[src/rtl/vga_timing_pattern_if.sv]
// rtl/vga_timing_pattern_if.sv - VGA pin and pixel-position bus
// Carries the registered VGA pins plus the aligned position/strobe outputs.
// Parameters: COLOR_W bits per colour channel, POS_W position width.
// master: driven by vga_timing_pattern; slave: consumer (pins, bench).
interface vga_timing_pattern_if #(
  parameter int COLOR_W = 4,
  parameter int POS_W   = 11
);
  logic               VGA_HS;
  logic               VGA_VS;
  logic [COLOR_W-1:0] VGA_R;
  logic [COLOR_W-1:0] VGA_G;
  logic [COLOR_W-1:0] VGA_B;
  logic               display_on;
  logic [POS_W-1:0]   hpos;
  logic [POS_W-1:0]   vpos;
  logic               frame_start;

  modport master (
    output VGA_HS, VGA_VS, VGA_R, VGA_G, VGA_B,
    output display_on, hpos, vpos, frame_start
  );

  modport slave (
    input VGA_HS, VGA_VS, VGA_R, VGA_G, VGA_B,
    input display_on, hpos, vpos, frame_start
  );
endinterface

[src/rtl/vga_timing_pattern.sv]
// rtl/vga_timing_pattern.sv - parametrised VGA timing generator with test patterns
// Ports:
//   clk        pixel clock
//   reset      synchronous active-high reset
//   mode       pattern select, latched once per frame
//   solid_rgb  {R,G,B} colour used by mode 0
//   vga        master side of vga_timing_pattern_if (syncs, RGB, display_on,
//              hpos/vpos of the current outputs, frame_start pulse)
// Optional feature macro: SCROLL_EN (patterns scroll left one pixel per frame).
// All outputs are registered one clock after the (hcnt,vcnt) they describe.
module vga_timing_pattern #(
  parameter int H_VIS     = 640,
  parameter int H_FP      = 16,
  parameter int H_SYNC    = 96,
  parameter int H_BP      = 48,
  parameter int V_VIS     = 480,
  parameter int V_FP      = 10,
  parameter int V_SYNC    = 2,
  parameter int V_BP      = 33,
  parameter bit SYNC_POL  = 1'b0,
  parameter int COLOR_W   = 4,
  parameter int POS_W     = 11,
  parameter int CELL_LOG2 = 5
) (
  input  logic                   clk,
  input  logic                   reset,
  input  logic [2:0]             mode,
  input  logic [3*COLOR_W-1:0]   solid_rgb,
  vga_timing_pattern_if.master   vga
);

  localparam int H_TOTAL = H_VIS + H_FP + H_SYNC + H_BP;
  localparam int V_TOTAL = V_VIS + V_FP + V_SYNC + V_BP;

  localparam logic [POS_W-1:0] H_LAST   = POS_W'(H_TOTAL - 1);
  localparam logic [POS_W-1:0] V_LAST   = POS_W'(V_TOTAL - 1);
  localparam logic [POS_W-1:0] H_VIS_P  = POS_W'(H_VIS);
  localparam logic [POS_W-1:0] V_VIS_P  = POS_W'(V_VIS);
  localparam logic [POS_W-1:0] H_EDGE   = POS_W'(H_VIS - 1);
  localparam logic [POS_W-1:0] V_EDGE   = POS_W'(V_VIS - 1);
  localparam logic [POS_W-1:0] HS_BEG   = POS_W'(H_VIS + H_FP);
  localparam logic [POS_W-1:0] HS_END   = POS_W'(H_VIS + H_FP + H_SYNC);
  localparam logic [POS_W-1:0] VS_BEG   = POS_W'(V_VIS + V_FP);
  localparam logic [POS_W-1:0] VS_END   = POS_W'(V_VIS + V_FP + V_SYNC);

  logic [POS_W-1:0]   hcnt;
  logic [POS_W-1:0]   vcnt;
  logic [POS_W-1:0]   px;
  logic [POS_W-1:0]   py;
  logic [2:0]         mode_q;
  logic               h_last;
  logic               v_last;
  logic               active;
  logic               hs_act;
  logic               vs_act;
  logic [COLOR_W-1:0] pat_r;
  logic [COLOR_W-1:0] pat_g;
  logic [COLOR_W-1:0] pat_b;
  logic               unused_px;

`ifdef SCROLL_EN
  logic [7:0] frame_cnt;
  assign px = hcnt + POS_W'(frame_cnt);
`else
  assign px = hcnt;
`endif
  assign py = vcnt;

  // Only a few low bits of the pattern x coordinate select a pattern.
  assign unused_px = ^px;

  assign h_last = (hcnt == H_LAST);
  assign v_last = (vcnt == V_LAST);
  assign active = (hcnt < H_VIS_P) && (vcnt < V_VIS_P);
  assign hs_act = (hcnt >= HS_BEG) && (hcnt < HS_END);
  assign vs_act = (vcnt >= VS_BEG) && (vcnt < VS_END);

  always_comb begin
    pat_r = '0;
    pat_g = '0;
    pat_b = '0;
    if (active) begin
      case (mode_q)
        3'd0: {pat_r, pat_g, pat_b} = solid_rgb;
        3'd1: begin
          pat_r = {COLOR_W{px[CELL_LOG2]}};
          pat_g = {COLOR_W{px[CELL_LOG2+1]}};
          pat_b = {COLOR_W{px[CELL_LOG2+2]}};
        end
        3'd2: begin
          if (px[CELL_LOG2] ^ py[CELL_LOG2]) begin
            pat_r = '1;
            pat_g = '1;
            pat_b = '1;
          end
        end
        3'd3: begin
          // The right/bottom border uses the raw counters so the frame edge
          // stays put even when the pattern scrolls.
          if ((px[CELL_LOG2-1:0] == '0) || (py[CELL_LOG2-1:0] == '0) ||
              (hcnt == H_EDGE) || (vcnt == V_EDGE)) begin
            pat_r = '1;
            pat_g = '1;
            pat_b = '1;
          end
        end
        3'd4: begin
          pat_r = px[COLOR_W+1:2];
          pat_g = py[COLOR_W+1:2];
        end
        3'd5: begin
          if (px[CELL_LOG2]) pat_g = '1;
          else               pat_b = '1;
        end
        default: ;
      endcase
    end
  end

  always_ff @(posedge clk) begin
    if (reset) begin
      hcnt            <= '0;
      vcnt            <= '0;
      mode_q          <= mode;
      vga.VGA_HS      <= ~SYNC_POL;
      vga.VGA_VS      <= ~SYNC_POL;
      vga.VGA_R       <= '0;
      vga.VGA_G       <= '0;
      vga.VGA_B       <= '0;
      vga.display_on  <= 1'b0;
      vga.hpos        <= '0;
      vga.vpos        <= '0;
      vga.frame_start <= 1'b0;
`ifdef SCROLL_EN
      frame_cnt       <= 8'd0;
`endif
    end else begin
      if (h_last) begin
        hcnt <= '0;
        vcnt <= v_last ? '0 : vcnt + POS_W'(1);
      end else begin
        hcnt <= hcnt + POS_W'(1);
      end

      // Frame-level state changes on the edge that emits the last pixel, so
      // every pixel of a frame sees one mode and one scroll offset, and the
      // new values are in place for the next frame_start.
      if (h_last && v_last) begin
        mode_q    <= mode;
`ifdef SCROLL_EN
        frame_cnt <= frame_cnt + 8'd1;
`endif
      end

      vga.VGA_HS      <= hs_act ? SYNC_POL : ~SYNC_POL;
      vga.VGA_VS      <= vs_act ? SYNC_POL : ~SYNC_POL;
      vga.VGA_R       <= pat_r;
      vga.VGA_G       <= pat_g;
      vga.VGA_B       <= pat_b;
      vga.display_on  <= active;
      vga.hpos        <= hcnt;
      vga.vpos        <= vcnt;
      vga.frame_start <= (hcnt == '0) && (vcnt == '0);
    end
  end

endmodule

[src/flat_wrapper.sv]
// flat-port wrapper written by rule: the top's interface ports become plain ports
module vga_timing_pattern_flat 
#(
  parameter int H_VIS     = 640,
  parameter int H_FP      = 16,
  parameter int H_SYNC    = 96,
  parameter int H_BP      = 48,
  parameter int V_VIS     = 480,
  parameter int V_FP      = 10,
  parameter int V_SYNC    = 2,
  parameter int V_BP      = 33,
  parameter bit SYNC_POL  = 1'b0,
  parameter int COLOR_W   = 4,
  parameter int POS_W     = 11,
  parameter int CELL_LOG2 = 5
)
  (clk, reset, mode, solid_rgb, vga_VGA_HS, vga_VGA_VS, vga_VGA_R, vga_VGA_G, vga_VGA_B, vga_display_on, vga_hpos, vga_vpos, vga_frame_start);
  vga_timing_pattern_if #(.COLOR_W(COLOR_W), .POS_W(POS_W)) vga_i ();
  input  logic clk;
  input  logic reset;
  input  logic [2:0] mode;
  input  logic [3*COLOR_W-1:0] solid_rgb;
  output wire logic [$bits(vga_i.VGA_HS)-1:0] vga_VGA_HS;
  output wire logic [$bits(vga_i.VGA_VS)-1:0] vga_VGA_VS;
  output wire logic [$bits(vga_i.VGA_R)-1:0] vga_VGA_R;
  output wire logic [$bits(vga_i.VGA_G)-1:0] vga_VGA_G;
  output wire logic [$bits(vga_i.VGA_B)-1:0] vga_VGA_B;
  output wire logic [$bits(vga_i.display_on)-1:0] vga_display_on;
  output wire logic [$bits(vga_i.hpos)-1:0] vga_hpos;
  output wire logic [$bits(vga_i.vpos)-1:0] vga_vpos;
  output wire logic [$bits(vga_i.frame_start)-1:0] vga_frame_start;
  assign vga_VGA_HS = vga_i.VGA_HS;
  assign vga_VGA_VS = vga_i.VGA_VS;
  assign vga_VGA_R = vga_i.VGA_R;
  assign vga_VGA_G = vga_i.VGA_G;
  assign vga_VGA_B = vga_i.VGA_B;
  assign vga_display_on = vga_i.display_on;
  assign vga_hpos = vga_i.hpos;
  assign vga_vpos = vga_i.vpos;
  assign vga_frame_start = vga_i.frame_start;
  vga_timing_pattern #(.H_VIS(H_VIS), .H_FP(H_FP), .H_SYNC(H_SYNC), .H_BP(H_BP), .V_VIS(V_VIS), .V_FP(V_FP), .V_SYNC(V_SYNC), .V_BP(V_BP), .SYNC_POL(SYNC_POL), .COLOR_W(COLOR_W), .POS_W(POS_W), .CELL_LOG2(CELL_LOG2)) u_core (.clk(clk), .reset(reset), .mode(mode), .solid_rgb(solid_rgb), .vga(vga_i));
endmodule
[config.mk]
export PLATFORM = sky130hd
export DESIGN_NAME = vga_timing_pattern_flat
export DESIGN_NICKNAME = d
export VERILOG_FILES = /design/src/rtl/vga_timing_pattern_if.sv /design/src/rtl/vga_timing_pattern.sv /design/src/flat_wrapper.sv
export SDC_FILE = /design/constraint.sdc
export NUM_CORES = 1
export LEC_CHECK = 0
export ABC_CLOCK_PERIOD_IN_PS = 2800
export BUFFER_PORTS_ARGS = -buffer_cell sky130_fd_sc_hd__buf_2
export CORE_ASPECT_RATIO = 1.75
export CORE_MARGIN = 5
export CORE_UTILIZATION = 54
export CTS_CLUSTER_SIZE = 16
export DETAILED_ROUTE_END_ITERATION = 16
export PLACE_DENSITY = 0.87
export SYNTH_ARGS = -nofsm -noshare
export SYNTH_HDL_FRONTEND = slang
export SYNTH_SLANG_ARGS = --single-unit
export TNS_END_PERCENT = 5
[constraint.sdc]
create_clock -name clk -period 2.8 [get_ports clk]
set_input_delay 0 -clock clk [delete_from_list [all_inputs] [get_ports clk]]
set_output_delay 0 -clock clk [all_outputs]
set_load 0.01 [all_outputs]
## After elaboration in Yosys (flattened, before gate mapping)

Index checks and enable logic that the tools add are counted.

| storage, ports and cells | value |
|---|---|
| register bits after elaboration | 63 |
| output and inout port bits | 38 |
| logic and storage cells | 59 |

| cells by class | value |
|---|---|
| $lt $le $gt $ge | 6 |
| bitwise logic cells | 2 |
| reductions and logical operators | 16 |
| muxes and demuxes | 12 |
| equality and inequality tests | 9 |
| $add $sub $neg | 2 |

Operators by type and width:

| operator | count |
|---|---|
| $pmux W4 S5 | 2 |
| $eq A11 B10 Y1 const B | 3 |
| $pmux W4 S6 | 1 |
| $add A11 B1 Y11 const B | 2 |
| $logic_not A11 Y1 | 2 |
| $lt A11 B10 Y1 const B | 2 |
| $lt A11 B9 Y1 const B | 2 |
| $mux W4 | 4 |
| $eq A11 B9 Y1 const B | 1 |
| $ge A11 B10 Y1 const B | 1 |
| $ge A11 B9 Y1 const B | 1 |
| $mux W11 | 1 |
| $logic_not A5 Y1 | 2 |
| $eq A3 B2 Y1 const B | 2 |
| $eq A3 B3 Y1 const B | 2 |
| $mux W3 | 2 |
| $logic_and A1 B1 Y1 | 5 |
| $reduce_or A2 Y1 | 2 |
| $eq A3 B1 Y1 const B | 1 |
| $logic_not A3 Y1 | 1 |
| $logic_or A1 B1 Y1 | 3 |
| $mux W1 | 2 |
| $reduce_bool A2 Y1 | 1 |
| $not A1 Y1 | 1 |
| $xor A1 B1 Y1 | 1 |

## Logic depth before layout (Yosys ltp)

| logic depth | value |
|---|---|
| depth after elaboration | 6 |
| mapped depth | 7 |
| depth with buffers taken out | 6 |

## Worst setup path before layout

Ideal clock, no wire load.

| timing | value |
|---|---|
| path kind | reg2reg |
| from | register u_core.hcnt[0] |
| to | register u_core.vcnt[8] (netlist: u_core.py[8]) |
| slack | 693 ps |
| stages on the path, launching flop included | 7 |
| setup time | 66 ps |
| data arrival time | 2041 ps |
| path through | dfxtp_1 -> ha_1 -> nand3_4 -> or4_4 -> buf_6 -> or4_4 -> a21oi_2 |

| between the ends | value |
|---|---|
| word-level cells in the longest chain between the ends | 1 |

Ends and longest elaborated chain:

| what | line | RTL |
|---|---|---|
| start, declared | vga_timing_pattern.sv:46 | `logic [POS_W-1:0] hcnt;` |
| start signal, assigned | vga_timing_pattern.sv:142 | `hcnt <= hcnt + POS_W'(1);` |
| $eq A11 B10 Y1 | vga_timing_pattern.sv:72 | `assign h_last = (hcnt == H_LAST);` |
| end signal, assigned | vga_timing_pattern.sv:140 | `vcnt <= v_last ? '0 : vcnt + POS_W'(1);` |
| end, declared | vga_timing_pattern.sv:47 | `logic [POS_W-1:0] vcnt;` |

No other way between the ends.
A chain may end at the register's enable or synchronous reset.

## Final worst setup path

| timing | value |
|---|---|
| from | register u_core.vcnt[0] (netlist: u_core.py[0]) |
| to | register u_core.vga.VGA_G[0] |

| between the ends | value |
|---|---|
| word-level cells in the longest chain between the ends | 6 |

Ends and longest elaborated chain:

| what | line | RTL |
|---|---|---|
| parallel branches: the longest is 6 deep, another holds $lt A11 B9 Y1 | -- |  |
| end signal, assigned | vga_timing_pattern.sv:158 | `vga.VGA_G <= pat_g;` |
| end, declared | vga_timing_pattern_if.sv:20 | `output VGA_HS, VGA_VS, VGA_R, VGA_G, VGA_B,` |

Several ways; the timed one is not identified.

==> flow_summary_export.csv <==
group,metric,value,unit
status,status,"completed",
run,max_cap_violations,0,
sta,fmax,406.3,MHz
die,die_h,102.0,um
synthesis,yosysSeqAreaShare,49.47,%
clock_tree,numClockSinks,63,
clock_tree,cts.root.buffer_cell,"clkbuf_8",
critical_path,endpoint_kind,"register",
die,num_rows,33,
placement,io_buffer_count,54,
power_and_ir_drop,power.share.sequential,48.9,%
final_layout,multi_input_area,1190,um^2
clock_tree,hold_buffers,6,
global_route,grt_overflow_total,0,
final_layout,final_common_cell,"dfxtp_1",
synthesis,synthesis.area,2610,um^2
routing,final_antenna_net_count,0,
placement,place.gp.congestion,0.9049,
routing,post_drt_wl_per_cell,14.72,um
sta,hold_violations,0,
global_route,grt_pass1_wl,9522,um
global_route,grt_pass1_vias,2087,
synthesis,synth_top_area_share,46.02,%
critical_path,rr_endpoint,"u_core.vga.VGA_G[0]$_SDFF_PP0_",
sta,tightest_slew,1.332,ns
routing,via_count,2223,
synthesis,avgSynthCellArea,9.190,um^2
power_and_ir_drop,pwr-share-clk,45.5,%
critical_path,path_max_fanout,12,
critical_path,ff2ff_setup_slack,0.34,ns
routing,wirelength,5786,um
power_and_ir_drop,p_int,1.525,mW
critical_path,critPathKind,"reg2reg",
routing,via_per_inst,5.656,
global_route,track_usage,18.94,%
synthesis,synth_ff_type,"dfxtp_1",
sta,slew_viol_final,0,
sta,rsz0062_at_grt,"no",
clock_tree,post_cts.repair.setup_buffers,0,
sta,worst_slack,0.3388,ns
final_layout,nNetsFinal,357,
final_layout,layout_common_cells,"dfxtp_1 (60), buf_2 (54), nor2_1 (28)",
clock_tree,ctsLongestPathBuffers,2,
final_layout,fin_util,66.91,%
synthesis,ys_types,38,
power_and_ir_drop,comb_power_share,5.7,%
clock_tree,clk_latency,0.34,ns
synthesis,syn_inst,284,
routing,drc,0,
die,die-area,6379,um^2
clock_tree,cts_resized,0,
power_and_ir_drop,swShare,21.44,%
sta,setup_viol,0,
synthesis,synth_largest_area_cell,"dfxtp_1",
final_layout,n_fill_cell,379,
die,core_area,4707,um^2
final_layout,n_antenna_cell,0,
sta,finalSetupTns,0,ns
sta,post-route-period-util,87.90,%
die,die_w,62.56,um
synthesis,synthArstFlopShare,0,%
routing,drt_iter0_drc,57,
synthesis,yosysWarnings,0,
critical_path,cp_data_required_time,2.97,ns
die,io_pins,55,
synthesis,synthesis.nets,305,
critical_path,r2r-start,"u_core.py[0]$_SDFFE_PP0P_",
synthesis,synth.top_cells.by_area,"dfxtp_1 (46%), a21oi_1 (4.2%), nor2b_1 (4.1%)",
power_and_ir_drop,vdd_drop_max,0.0006130,V
clock_tree,cts.htree.levels,3,
power_and_ir_drop,leakage,1.306,nW
critical_path,ff2ff_path_depth,6,
power_and_ir_drop,p_switching,0.4160,mW
critical_path,crit_end,"u_core.vga.VGA_G[0]$_SDFF_PP0_",
clock_tree,cts_buffers,9,
final_layout,register_area,1291,um^2
final_layout,area_delta_synth_final,20.66,%
placement,dp_hpwl,4051,um
power_and_ir_drop,p_per_area,616.2,nW/um^2
global_route,antenna_found_initial,0,
global_route,grt_max_degree,30,
min_path,hold_path.class,"in2reg",
synthesis,ys_ff_latch,63,
die,start_util,55.45,%
sta,slew_headroom,10.47,%
placement,pre_cts_ws,0.3888,ns
synthesis,synth_edf_count,3,
sta,clock_skew,0.008158,ns
sta,period_needed,2.461,ns
critical_path,crit_path_start,"u_core.py[0]$_SDFFE_PP0P_",
clock_tree,cts_tree,"done",
final_layout,drive_above_1_share,22.58,%
critical_path,start_kind,"register",
clock_tree,clkTransAtPathRegs,0.07,ns
routing,first_pass_iters,4,
critical_path,worstPathArrival,2.63,ns
[metal layers]
layer,vias to the layer above,track usage [%],part of all wire [%]
met5,-,0,0
met4,0,9.641,2.2
met3,11,6.491,5.0
met2,59,32.75,54
met1,1061,20.43,39
li1,1092,-,-
[critical path, cell delays in order (launching register included)]
cell	delay, ns
dfxtp_1	0.43
inv_1	0.09
ha_1	0.23
or4b_2	0.20
nand3_1	0.07
o31ai_1	1.10
a21oi_1	0.17
[power groups by stage]
stage	Combinational (mW)	Sequential, mW	Clock, mW
5_1_grt	0.121	0.951	0.943
3_5_place_dp	0.103	0.968	0
6_report	0.110	0.948	0.883
3_3_place_gp	0.100	0.966	0
2_1_floorplan	0.0708	0.961	0
4_1_cts	0.111	0.948	0.901
[worst min path at each step]
stage,startpoint,endpoint,cells after the start
after CTS,solid_rgb[0],u_core.vga.VGA_B[0]$_SDFF_PP0_,4
final,solid_rgb[0],u_core.vga.VGA_B[0]$_SDFF_PP0_,4
after global routing,solid_rgb[0],u_core.vga.VGA_B[0]$_SDFF_PP0_,4
after global placement,mode[1],u_core.mode_q[1]$_DFFE_PP_,1
after detailed placement,mode[2],u_core.mode_q[2]$_DFFE_PP_,1
after floorplan,mode[0],u_core.mode_q[0]$_DFFE_PP_,0
[cell usage after synthesis, drive strengths merged, types with 7 or more instances]
cell type,count
dfxtp,60
nor2,28
a21oi,23
nor2b,17
clkbuf,15
inv,11
nand2,11
o21ai,11
mux2i,9
nand3,9
nor3,9
xnor2,8
a21o,7
nand2b,7
nand4,7
or3,7
or4,7
[final cells by class]
cell class,instances,area share (%)
Clock inverter,5,2.543
Clock buffer,11,4.807
Multi-Input combinational cell,191,37.78
Sequential cell,63,41.00
Inverter,11,1.311
Timing Repair Buffer,60,10.49
Tap cell,52,2.066
[sequential cells by signal, indices dropped and copies added, names as in the netlist, 3 cells and up]
signal / count
u_core.mode_q: 3
u_core.vga.VGA_G: 4
u_core.py: 11
u_core.vga.VGA_B: 4
u_core.vga.hpos: 11
u_core.vga.VGA_R: 4
u_core.vga.vpos: 11
u_core.hcnt: 11
[logic make-up (layout without fill, tap and decap cells)]
group,after synthesis,after routing,synth area share (%)
fa+ha+maj,4,4,1.918
buf+inv,30,87,4.937
compound gates,49,49,11.12
flops,63,63,49.47
simple gates,119,119,25.74
xor+xnor,10,10,3.356
mux,9,9,3.452
[stage by stage]
stage,hold slack (ns),std cells,area (um^2),power (mW)
2_1_floorplan,0.09887,284,2610,1.032
3_3_place_gp,0.1966,371,2858,1.067
3_5_place_dp,0.1941,371,2858,1.071
4_1_cts,0.002551,393,3149,1.960
5_1_grt,0.02149,393,3149,2.015
6_report,0.008115,393,3149,1.941
Power figures use the tool's default switching activity.
